<file path="src/rtl/soc_ram_byte_logger.sv">
// soc_ram_byte_logger
//
// Logs an 8-bit stream into a circular window of the on-chip RAM through
// its second port. Bytes are packed little-endian into 32-bit words and
// written at BASE + offset. Partial words are written by a CSR flush or,
// when the optional feature is built in, by an idle timeout.
//
// Optional feature macro: SOC_RAM_LOGGER_TIMEOUT_EN
//   defined     -> 16-bit idle counter auto-flushes a partial word after
//                  TIMEOUT idle cycles
//   not defined -> partial words are written only by CSR FLUSH
//
// Ports:
//   clk, reset          single clock, synchronous active-high reset
//   in_data/in_valid    stream byte and its valid
//   in_ready            ENABLE & ~FULL
//   csr_*               Avalon-MM CSR slave (read latency 1)
//                         0 CTRL   bit0 ENABLE, bit1 WRAP, bit2 FLUSH, bit3 CLEAR
//                         1 BASE   first word address
//                         2 LAST   last word offset (window = LAST+1 words)
//                         3 STATUS offset, bit16 FULL, bit17 WRAPPED (W1C),
//                                  bits19:18 pending byte count
//   ram_*               RAM port 2 write interface (registered, no wait state)
//   ram_clken           constant 1
module soc_ram_byte_logger #(
  parameter int ADDR_W  = 13,
  parameter int TIMEOUT = 1024
) (
  input  logic              clk,
  input  logic              reset,
  input  logic [7:0]        in_data,
  input  logic              in_valid,
  output logic              in_ready,
  input  logic [1:0]        csr_address,
  input  logic              csr_read,
  input  logic              csr_write,
  input  logic [31:0]       csr_writedata,
  output logic [31:0]       csr_readdata,
  output logic [ADDR_W-1:0] ram_address,
  output logic [3:0]        ram_byteenable,
  output logic              ram_chipselect,
  output logic              ram_write,
  output logic [31:0]       ram_writedata,
  output logic              ram_clken
);

  // Control / configuration registers
  logic              enable_q;
  logic              wrap_q;
  logic [ADDR_W-1:0] base_q;
  logic [ADDR_W-1:0] last_q;

  // Window state
  logic [ADDR_W-1:0] offset_q, offset_d;
  logic              full_q, full_d;
  logic              wrapped_q, wrapped_d;

  // Pack register
  logic [1:0]        pend_q, pend_d;
  logic [31:0]       pack_data_q, pack_data_d;
  logic [3:0]        pack_be_q, pack_be_d;

  // Registered RAM and CSR outputs
  logic              ram_write_q;
  logic [ADDR_W-1:0] ram_address_q, ram_address_d;
  logic [3:0]        ram_be_q, ram_be_d;
  logic [31:0]       ram_data_q, ram_data_d;
  logic [31:0]       csr_rdata_q, csr_rdata_d;

  // Decoded strobes
  logic              accept;
  logic              ctrl_wr;
  logic              status_wr;
  logic              flush_csr;
  logic              clear;
  logic              flush_req;
  logic              timeout_hit;
  logic              word_done;
  logic              emit;
  logic              wrap_event;
  logic [ADDR_W-1:0] offset_adv;
  logic [31:0]       byte_data;
  logic [3:0]        byte_be;
  logic [31:0]       merged_data;
  logic [3:0]        merged_be;

  logic unused_wdata;
  assign unused_wdata = ^csr_writedata;

  assign in_ready  = enable_q & ~full_q;
  assign accept    = in_valid & in_ready;
  assign ctrl_wr   = csr_write && (csr_address == 2'd0);
  assign status_wr = csr_write && (csr_address == 2'd3);
  assign flush_csr = ctrl_wr & csr_writedata[2];
  assign clear     = ctrl_wr & csr_writedata[3];
  assign flush_req = flush_csr | timeout_hit;

`ifdef SOC_RAM_LOGGER_TIMEOUT_EN
  logic [15:0] tmo_q, tmo_d;

  assign timeout_hit = (tmo_q == 16'(TIMEOUT)) && (pend_q != 2'd0) && !accept;

  always_comb begin
    tmo_d = '0;
    if (!(clear || emit || accept) && (pend_q != 2'd0))
      tmo_d = tmo_q + 16'd1;
  end

  always_ff @(posedge clk) begin
    if (reset) tmo_q <= '0;
    else       tmo_q <= tmo_d;
  end
`else
  assign timeout_hit = 1'b0;
`endif

  always_comb begin
    // Lane selected by the current pending count
    byte_data   = {24'd0, in_data} << {pend_q, 3'b000};
    byte_be     = 4'b0001 << pend_q;
    merged_data = pack_data_q | (accept ? byte_data : '0);
    merged_be   = pack_be_q   | (accept ? byte_be   : '0);

    word_done = accept && (pend_q == 2'd3);
    // A byte accepted on the flush edge is part of the flushed word
    emit = !clear && (word_done || (flush_req && (accept || (pend_q != 2'd0))));

    pend_d      = pend_q;
    pack_data_d = pack_data_q;
    pack_be_d   = pack_be_q;
    if (clear || emit) begin
      pend_d      = '0;
      pack_data_d = '0;
      pack_be_d   = '0;
    end else if (accept) begin
      pend_d      = pend_q + 2'd1;
      pack_data_d = merged_data;
      pack_be_d   = merged_be;
    end

    // Offset advances on the edge that ends a RAM write cycle
    wrap_event = ram_write_q && (offset_q == last_q);
    offset_adv = offset_q;
    if (ram_write_q)
      offset_adv = wrap_event ? '0 : offset_q + ADDR_W'(1);

    offset_d  = clear ? '0 : offset_adv;
    full_d    = clear ? 1'b0 : (full_q | (wrap_event & ~wrap_q));
    wrapped_d = wrapped_q;
    if (status_wr && csr_writedata[17])
      wrapped_d = 1'b0;
    if (wrap_event && wrap_q)
      wrapped_d = 1'b1;
    if (clear)
      wrapped_d = 1'b0;

    // A new word uses the already-advanced offset so a write issuing in
    // this cycle and one registered now never share an address.
    ram_address_d = '0;
    ram_be_d      = '0;
    ram_data_d    = '0;
    if (emit) begin
      ram_address_d = base_q + offset_adv;
      ram_be_d      = merged_be;
      ram_data_d    = merged_data;
    end

    csr_rdata_d = '0;
    case (csr_address)
      2'd0: csr_rdata_d[1:0]        = {wrap_q, enable_q};
      2'd1: csr_rdata_d[ADDR_W-1:0] = base_q;
      2'd2: csr_rdata_d[ADDR_W-1:0] = last_q;
      default: begin
        csr_rdata_d[ADDR_W-1:0] = offset_q;
        csr_rdata_d[16]         = full_q;
        csr_rdata_d[17]         = wrapped_q;
        csr_rdata_d[19:18]      = pend_q;
      end
    endcase
  end

  always_ff @(posedge clk) begin
    if (reset) begin
      enable_q      <= 1'b0;
      wrap_q        <= 1'b0;
      base_q        <= '0;
      last_q        <= '1;
      offset_q      <= '0;
      full_q        <= 1'b0;
      wrapped_q     <= 1'b0;
      pend_q        <= '0;
      pack_data_q   <= '0;
      pack_be_q     <= '0;
      ram_write_q   <= 1'b0;
      ram_address_q <= '0;
      ram_be_q      <= '0;
      ram_data_q    <= '0;
      csr_rdata_q   <= '0;
    end else begin
      if (ctrl_wr) begin
        enable_q <= csr_writedata[0];
        wrap_q   <= csr_writedata[1];
      end
      if (csr_write && (csr_address == 2'd1)) base_q <= csr_writedata[ADDR_W-1:0];
      if (csr_write && (csr_address == 2'd2)) last_q <= csr_writedata[ADDR_W-1:0];
      offset_q      <= offset_d;
      full_q        <= full_d;
      wrapped_q     <= wrapped_d;
      pend_q        <= pend_d;
      pack_data_q   <= pack_data_d;
      pack_be_q     <= pack_be_d;
      ram_write_q   <= emit;
      ram_address_q <= ram_address_d;
      ram_be_q      <= ram_be_d;
      ram_data_q    <= ram_data_d;
      if (csr_read) csr_rdata_q <= csr_rdata_d;
    end
  end

  assign ram_write      = ram_write_q;
  assign ram_chipselect = ram_write_q;
  assign ram_address    = ram_address_q;
  assign ram_byteenable = ram_be_q;
  assign ram_writedata  = ram_data_q;
  assign ram_clken      = 1'b1;
  assign csr_readdata   = csr_rdata_q;

endmodule

</file>
<file path="config.mk">
export PLATFORM = sky130hd
export DESIGN_NAME = soc_ram_byte_logger
export DESIGN_NICKNAME = d
export VERILOG_FILES = /design/src/rtl/soc_ram_byte_logger.sv
export SDC_FILE = /design/constraint.sdc
export NUM_CORES = 1
export LEC_CHECK = 0
export ABC_AREA = 0
export BUFFER_PORTS_ARGS = -buffer_cell sky130_fd_sc_hd__buf_4
export CAP_MARGIN = 0
export CORE_UTILIZATION = 54
export DETAILED_ROUTE_END_ITERATION = 8
export PLACE_DENSITY = 0.8
export RECOVER_POWER = 25
export SLEW_MARGIN = 20
export SYNTH_ARGS = -nofsm -noshare
export SYNTH_HDL_FRONTEND = slang
export SYNTH_SLANG_ARGS = --single-unit
</file>
<file path="constraint.sdc">
create_clock -name clk -period 4.2 [get_ports clk]
set_input_delay 0.84 -clock clk [delete_from_list [all_inputs] [get_ports clk]]
set_output_delay 0.84 -clock clk [all_outputs]
set_load 0.01 [all_outputs]
</file>
==> results of run 1 <==
through the flow:
stage / instance area, sq um / hold WS, ps
floorplan: 5956 / 424.0
global placement: 6614 / 431.5
detailed placement: 6614 / 438.3
CTS: 7218 / 454.6
global route: 7168 / 485.9
finish: 7168 / 455.5
placed cells by master (no fill, tap or decap), types with 4 or more instances in the layout:
cell type and count:
dfxtp_1 148, nor2_1 128, buf_4 90, nand2_1 64, a21oi_1 63, xnor2_1 18
ha_1 17, conb_1 16, clkbuf_16 16, nand3b_1 15, a211oi_1 13, xor2_1 12
a22oi_1 12, clkbuf_1 12, nand4_1 11, nor3_1 11, mux2_2 11, inv_1 9
a21o_1 7, clkinv_8 7, nand2b_1 6, and2_1 5, nor2b_1 5, nand3_1 4
o21ai_0 4
where the power goes:
| part | internal [mW] | leakage [nW] | switching, mW |
|---|---|---|---|
| Sequential | 1.42 | 1.20 | 0.0176 |
| Clock | 0.777 | 0.288 | 0.696 |
| Combinational | 0.0672 | 1.58 | 0.0972 |
cell families after synthesis:
logic type	synth area share (%)
flip-flops	50.19
adder cells (fa/ha/maj)	3.942
multiplexers	3.370
AND/OR/NAND/NOR	21.34
buffers and inverters	5.341
AO/OA/AOI/OAI	11.23
other	0.1272
XOR/XNOR	4.451
cell type report:
class                   count  share of cell area (%)
well taps                 136                   2.374
flip-flops and latches    148                   41.33
clock inverters            15                   2.653
multi-input cells         455                   37.28
inverters                  10                  0.5237
repair buffers            102                   10.05
clock buffers              17                   5.778
worst max-delay path, cell delays in order, from the launching register on:
cell,delay [ps]
dfxtp_1,480
xnor2_1,190
nand4_1,170
nor4_2,700
inv_2,90
a31oi_1,300
inv_1,90
ha_1,280
a21o_1,200
a211oi_1,360
o21ai_1,200
a41oi_1,270
xor2_1,160
nor2_1,50
registers in the layout (all words and copies together) (netlist names), 2 cells and up:
register / count
ram_address: 13
offset_q: 13
base_q: 13
pack_data_q: 32
last_q: 13
ram_byteenable: 4
ram_writedata: 32
csr_readdata: 17
pend_q: 2
pack_be_q: 4
worst min-delay path by stage:
stage	from	end	slack [ps]	cells after the start
detailed placement	pack_data_q[26]	ram_writedata[26]	440	2
CTS	pack_data_q[7]	ram_writedata[7]	450	2
floorplan	pack_be_q[3]	pack_be_q[3]	420	2
global route	pack_data_q[7]	ram_writedata[7]	490	2
global placement	pack_data_q[27]	ram_writedata[27]	430	2
finish	pack_data_q[7]	ram_writedata[7]	460	2
routing by layer:
| metal | vias up | routed length (um) | track usage [%] |
|---|---|---|---|
| met5 | - | 0 | 0 |
| met4 | 0 | 266 | 10.18 |
| met3 | 37 | 1092 | 6.131 |
| met2 | 245 | 6624 | 39.05 |
| met1 | 2316 | 6336 | 34.90 |
| li1 | 2323 | - | - |
==> impl_metrics.tcl, run 1 <==
set metrics [dict create \
    status "finished, final reports clean" \
    synth_cells 648 \
    drt_pre_antenna_iters 6 \
    grt_max_degree 50 \
    area_growth_pct 21.43 \
    cts_sinks 148 \
    cts_resized 0 \
    start_util_pct 56.42 \
    gp_congestion 0.8287 \
    r2r_cells 13 \
    htree_levels 4 \
    core_sq_um 10460 \
    pin_count 132 \
    worstPathMaxFanout 5 \
    synth_warnings 0 \
    wl_per_cell_um 16.22 \
    period_needed_ps 3669 \
    finalWorstSetupSlack_ps 531.4 \
    multi_input_area_sq_um 2673 \
    clk_pin_slew_ps 70 \
    startpoint "offset_q[5]" \
    hold_path_class "reg -> reg" \
    synth_area_leaders "dfxtp_1, nor2_1, a21oi_1" \
    reg2reg_setup_slack_ps 530 \
    routed_wl_mm 14.32 \
    yosysUniqueCellTypes 50 \
    grt_pass1_vias 4669 \
    slew_viol_final 0 \
    drtAntennaViolNets 0 \
    cap_violations 0 \
    cts_setup_buffers 0 \
    diodes 0 \
    cts_root_buf "clkbuf_8" \
    cts_max_path_buffers 2 \
    dp_cells 851 \
    seqCellArea_sq_um 2963 \
    insertion_delay_ps 530 \
    dieArea_sq_um 11350 \
    synth_flop_cell "dfxtp_1" \
    final_core_util_pct 68.51 \
    die_y_um 106.6 \
    period_share_pct 87.35 \
    timing.slew.headroom_pct 14.66 \
    dp_hpwl_mm 9.440 \
    tightest_slew_ps 1280 \
    critPathKind "reg -> reg" \
    drt_iter0_markers 351 \
    synth.most_common_cell "dfxtp_1" \
    rows 37 \
    synth_top_area_cell "dfxtp_1" \
    antenna_found_initial 0 \
    grt_overflow_total 0 \
    vdd_drop_max_uv 233.1 \
    p_leak_nw 3.064 \
    nNetsFinal 799 \
    cts-buffers-inserted 17 \
    yosys.area.top_type_share_pct 50.19 \
    grtUsageTotal_pct 25.60 \
    hold_viol_final 0 \
    r2r-end "ram_address[9]" \
    synth_area_per_cell_sq_um 9.110 \
    drcViolationCount 0 \
    clock_skew_ps 11.31 \
    cts_tree "done" \
    rr_startpoint "offset_q[5]" \
    fin_setup_tns_ps 0 \
    async_reset_ff_share_pct 0 \
    cp.required_ps 4590 \
    fmax_mhz 272.6 \
    ys_seq_area_share_pct 50.19 \
    n_fill_cell 784 \
    rsz0062_at_grt "no" \
    arrival_ps 4060 \
    pre_cts_slack_ps 816.4 \
    io_buffers 97 \
    die_w_um 106.6 \
    fin_total_pwr_mw 3.079 \
    ys_ff_latch 148 \
    grt_first_pass_wirelength_mm 22.50 \
    synth-edff-count 0 \
    drive_gt1_share_pct 20.21 \
    endpoint "ram_address[9]" \
    vias 4921 \
    yosys-top-cells-count "dfxtp_1, nor2_1, nand2_1" \
    final_cell_count_no_fill 883 \
    critPathCaptureType "register" \
    cp-start-kind "register" \
    postCtsHoldBufs 0 \
    viasPerCell 5.573 \
    synthesis.area_sq_um 5903 \
    finalSetupViolations 0 \
    power_density_nw_per_um2 429.5 \
]
No activity file was read; power rests on OpenSTA's default activity.
==> run 2, diff against run 1 <==
--- a/config.mk
+++ b/config.mk
@@ -10,7 +10,7 @@
 export CAP_MARGIN = 0
 export CORE_UTILIZATION = 54
 export DETAILED_ROUTE_END_ITERATION = 8
-export PLACE_DENSITY = 0.8
+export PLACE_DENSITY = 0.88
 export RECOVER_POWER = 25
 export SLEW_MARGIN = 20
 export SYNTH_ARGS = -nofsm -noshare
==> impl_metrics.tcl, run 2 (synthesis results as in run 1) <==
set metrics [dict create \
    cts_tree "done" \
    pin_count 132 \
    cts_root_buf "clkbuf_8" \
    cp_cell_sequence "xnor2_1 -> nand4_2 -> nor4_2 -> inv_2 -> a31oi_1 -> inv_1 -> ha_1 -> a21o_1 -> a211oi_1 -> o21ai_1 -> a41oi_1 -> xor2_1 -> nor2_1" \
    nNetsFinal 799 \
    wl_per_cell_um 16.97 \
    cts_sinks 148 \
    core_sq_um 10460 \
    final_cell_count_no_fill 883 \
    cp.required_ps 4610 \
    drcViolationCount 0 \
    hold_path_class "reg -> reg" \
    die_y_um 106.6 \
    slew_viol_final 0 \
    grt_overflow_total 0 \
    routed_wl_mm 14.98 \
    diodes 0 \
    drive_gt1_share_pct 19.01 \
    period_needed_ps 3489 \
    design_area_sq_um 7138 \
    area_growth_pct 20.92 \
    gp_congestion 0.8634 \
    dpl-instance-area_sq_um 6614 \
    start_util_pct 56.42 \
    vias 4999 \
    timing.slew.headroom_pct 13.87 \
    io_buffers 97 \
    layout_commonest_cell "dfxtp_1" \
    critPathKind "reg -> reg" \
    power_density_nw_per_um2 441.6 \
    antenna_found_initial 0 \
    grt_max_degree 50 \
    insertion_delay_ps 540 \
    vdd_drop_max_uv 268.9 \
    critPathCaptureType "register" \
    cts_resized 0 \
    n_fill_cell 791 \
    cp_slowest_stage_delay_ps 640 \
    grt_pass1_vias 4756 \
    fin_total_pwr_mw 3.152 \
    period_share_pct 83.08 \
    status "finished, final reports clean" \
    clk_pin_slew_ps 70 \
    rsz0062_at_grt "no" \
    cts-buffers-inserted 17 \
    finalWorstSetupSlack_ps 710.6 \
    p_leak_nw 3.033 \
    finalSetupViolations 0 \
    dieArea_sq_um 11350 \
    rows 37 \
    critPathSlowestCell "nor4_2" \
    dp_hpwl_mm 9.635 \
    viasPerCell 5.661 \
    cts_setup_buffers 0 \
    drtAntennaViolNets 0 \
    worstPathMaxFanout 6 \
    drt_pre_antenna_iters 5 \
    pre_cts_slack_ps 773.2 \
    dp_cells 851 \
    final_core_util_pct 68.23 \
    cp-start-kind "register" \
    mostFrequentLayoutCells "dfxtp_1, nor2_1, buf_4" \
    fmax_mhz 286.6 \
    tightest_slew_ps 1292 \
    arrival_ps 3890 \
    cap_violations 0 \
    fin_setup_tns_ps 0 \
    cts_max_path_buffers 2 \
    grt_first_pass_wirelength_mm 24.03 \
    clock_skew_ps 7.446 \
    htree_levels 4 \
    drt_iter0_markers 361 \
    die_w_um 106.6 \
    grtUsageTotal_pct 27.60 \
    postCtsHoldBufs 0 \
    hold_viol_final 0 \
    hold_ws_ps 449.8 \
]
run 2: cell count changes in the layout (fill, tap and decap cells not counted):
cell,delta
clkinvlp_4,-1
nor3_2,+1
clkinv_8,-5
clkinv_2,+1
clkbuf_1,+10
bufinv_16,+2
inv_6,+3
buf_4,-10
nor3_1,-1
run 2: area by class of cell:
class / count / area (sq um) / area share, %
sequential: 148 / 2963 / 41.51
multi-input combinational: 455 / 2678 / 37.51
timing repair buffer: 102 / 683.2 / 9.571
clock buffer: 17 / 414.1 / 5.802
clock inverter: 15 / 192.7 / 2.699
tap: 136 / 170.2 / 2.384
inverter: 10 / 37.54 / 0.5259
run 2: critical path: cells and delay by family (launching register included):
kind	cells	cell delay (ps)
XOR/XNOR	2	340
AO/OA/AOI/OAI	5	1240
adder cells (fa/ha/maj)	1	270
flip-flops	1	520
AND/OR/NAND/NOR	3	820
buffers and inverters	2	150
run 2: report_power, final:
part	switching (mW)	internal [mW]
Clock	0.669	0.878
Sequential	0.0174	1.42
Combinational	0.0963	0.0674
run 2: final timing paths:
path / depth (start not counted) / startpoint / endpoint / slack, ps
worst min-delay path: 2 / pack_data_q[16] / ram_writedata[16] / 450
worst min register to register: 2 / pack_data_q[16] / ram_writedata[16] / 450
worst max register to register: 13 / offset_q[2] / ram_address[9] / 710
worst max-delay path: 13 / offset_q[2] / ram_address[9] / 710
run 2: per-layer routing:
metal | wire [um] | track usage [%] | vias to the layer above
met4 | 259 | 10.86 | 0
met2 | 7225 | 45.08 | 246
met3 | 1183 | 5.947 | 28
met5 | 0 | 0 | -
li1 | - | - | 2328
met1 | 6313 | 35.61 | 2397
==> run 3, diff against run 2 <==
--- a/config.mk
+++ b/config.mk
@@ -5,12 +5,12 @@
 export SDC_FILE = /design/constraint.sdc
 export NUM_CORES = 1
 export LEC_CHECK = 0
-export ABC_AREA = 0
+export ABC_AREA = 1
 export BUFFER_PORTS_ARGS = -buffer_cell sky130_fd_sc_hd__buf_4
 export CAP_MARGIN = 0
-export CORE_UTILIZATION = 54
+export CORE_UTILIZATION = 49
 export DETAILED_ROUTE_END_ITERATION = 8
-export PLACE_DENSITY = 0.88
+export PLACE_DENSITY = 0.84
 export RECOVER_POWER = 25
 export SLEW_MARGIN = 20
 export SYNTH_ARGS = -nofsm -noshare
==> constraint.sdc (replaced) <==
create_clock -name clk -period 3 [get_ports clk]
set_input_delay 0.6 -clock clk [delete_from_list [all_inputs] [get_ports clk]]
set_output_delay 0.6 -clock clk [all_outputs]
set_load 0.01 [all_outputs]
==> impl_metrics.tcl, run 3 <==
set metrics [dict create \
    hold_viol_final 0 \
    slew_viol_final 0 \
    drtAntennaViolNets 0 \
    synthesis.area_sq_um 6345 \
    power_density_nw_per_um2 564.3 \
    cts_max_path_buffers 2 \
    drive_gt1_share_pct 19.87 \
    critPathCaptureType "register" \
    endpoint "ram_address[12]" \
    tightest_slew_ps 1460 \
    insertion_delay_ps 430 \
    start_util_pct 50.28 \
    wl_per_cell_um 14.55 \
    cp-start-kind "register" \
    drt_pre_antenna_iters 7 \
    period_needed_ps 2789 \
    period_share_pct 92.98 \
    die_w_um 115.8 \
    die_y_um 115.8 \
    layout_commonest_cell "nand2_1" \
    dpl-instance-area_sq_um 7126 \
    dp_cells 1046 \
    grt_pass1_vias 4989 \
    drt_iter0_markers 622 \
    diodes 0 \
    htree_levels 4 \
    mostFrequentLayoutCells "nand2_1, dfxtp_1, buf_4" \
    vdd_drop_max_uv 384.6 \
    yosysUniqueCellTypes 38 \
    routed_wl_mm 15.69 \
    design_area_sq_um 7602 \
    fmax_mhz 358.5 \
    area_growth_pct 19.82 \
    cts-buffers-inserted 17 \
    nNetsFinal 958 \
    synth_warnings 0 \
    yosys.area.top_type_share_pct 46.70 \
    rr_startpoint "offset_q[9]" \
    synth_top_area_cell "dfxtp_1" \
    core_sq_um 12620 \
    cts_tree "done" \
    synth_flop_cell "dfxtp_1" \
    arrival_ps 3100 \
    hold_ws_ps 409.2 \
    status "finished, final reports clean" \
    drcViolationCount 0 \
    antenna_found_initial 0 \
    cap_violations 0 \
    p_leak_nw 3.306 \
    critPathKind "reg -> reg" \
    cts_root_buf "clkbuf_16" \
    timing.slew.headroom_pct 2.684 \
    rows 41 \
    synth-edff-count 0 \
    yosys-top-cells-count "nand2_1, dfxtp_1, inv_1, nor2_1, a21oi_1" \
    clk_pin_slew_ps 60 \
    synth.most_common_cell "nand2_1" \
    cts_sinks 148 \
    synth_cells 799 \
    vias 5558 \
    cp.required_ps 3310 \
    dieArea_sq_um 13410 \
    io_buffers 97 \
    startpoint "offset_q[9]" \
    clock_skew_ps 10.53 \
    grt_max_degree 42 \
    pin_count 132 \
    ys_seq_area_share_pct 46.70 \
    worstPathMaxFanout 11 \
    gp_congestion 0.9044 \
    grt_overflow_total 0 \
    grtUsageTotal_pct 24.15 \
    grt_first_pass_wirelength_mm 24.79 \
    r2r_cells 18 \
    final_cell_count_no_fill 1078 \
    postCtsHoldBufs 0 \
    viasPerCell 5.156 \
    synth_area_leaders "dfxtp_1, nand2_1, inv_1" \
    synth_area_per_cell_sq_um 7.941 \
    reg2reg_setup_slack_ps 210 \
    finalSetupViolations 0 \
    async_reset_ff_share_pct 0 \
    cts_setup_buffers 0 \
    r2r-end "ram_address[12]" \
    holdPathStages 3 \
    hold_path_class "in -> reg" \
    ys_ff_latch 148 \
    dp_hpwl_mm 10.77 \
]
run 3: changes by cell type in the layout (fill, tap and decap cells not counted), sizes merged, moves of 19 or more:
cell	previous run	this run
a21oi	63	37
inv	18	97
nand2	64	171
nand3	7	26
a31oi	1	34
o21ai	6	32
run 3: repair_timing:
item,in CTS,in global routing
hold endpoints to repair,0,0
gates resized for setup,0,7
endpoints found under the setup margin,0,5
run 3: worst min-delay path by stage:
stage	endpoint	start
after floorplan	ram_writedata[10]	pack_data_q[10]
after global placement	ram_writedata[12]	pack_data_q[12]
after detailed placement	ram_writedata[16]	pack_data_q[16]
after CTS	last_q[8]	csr_writedata[8]
after global routing	last_q[8]	csr_writedata[8]
final	last_q[11]	csr_writedata[11]
run 3: logic make-up (layout without fill, tap and decap cells):
| group | after synthesis | in the layout | share of synthesized area (%) |
|---|---|---|---|
| DFF | 148 | 148 | 46.70 |
| other | 2 | 16 | 0.1184 |
| AOI/OAI and AO/OA | 144 | 144 | 14.12 |
| xor gates and xnor gates | 5 | 5 | 0.6902 |
| adders and majority gates | 18 | 18 | 3.668 |
| and+or+nand+nor | 341 | 341 | 24.18 |
| buffers and inverters | 141 | 234 | 10.53 |
run 3: worst max-delay path: stages (launching register included):
cell and delay (ps):
dfxtp_1 400, inv_1 110, nand2_1 70, nand2_1 40, nor2_1 100, nand2_1 70
nor2_1 180, nand2_2 170, inv_4 150, nor2_1 60, nand2_1 70, inv_1 40
ha_1 320, a21oi_1 230, o21bai_1 110, a21oi_1 150, o211ai_1 160, a21oi_1 180
nor2_1 60
run 3: power breakdown:
group          switching (mW)  internal, mW  leakage (nW)
Sequential             0.0265          2.00          1.20
Clock                   0.902          1.11         0.273
Combinational           0.165        0.0907          1.83
run 3: per-layer routing:
metal / wire length [um] / vias to the layer above / track usage (%)
met5: 0 / - / 0
met4: 296 / 0 / 9.573
met3: 1301 / 29 / 5.387
met2: 6921 / 259 / 35.00
met1: 7167 / 2519 / 34.72
li1: - / 2751 / -
run 3: stage by stage:
stage / setup slack, ps / total power [mW] / setup TNS, ps / utilization (%)
3_5_place_dp: 189.7 / 2.320 / 0 / 56.46
5_1_grt: -9.447 / 4.422 / -9.447 / 60.24
6_report: 210.5 / 4.290 / 0 / 60.24
2_1_floorplan: 545.0 / 2.233 / 0 / -
4_1_cts: 131.3 / 4.307 / 0 / 60.88
3_3_place_gp: 240.3 / 2.317 / 0 / 56.46
run 3: cell type report:
cell class | count | area, sq um
Clock buffer | 18 | 439.2
Clock inverter | 14 | 117.6
Fill cell | 1116 | 5017
Inverter | 90 | 342.8
Multi-Input combinational cell | 524 | 2778
Sequential cell | 148 | 2967
Tap cell | 172 | 215.2
Timing Repair Buffer | 112 | 743.2
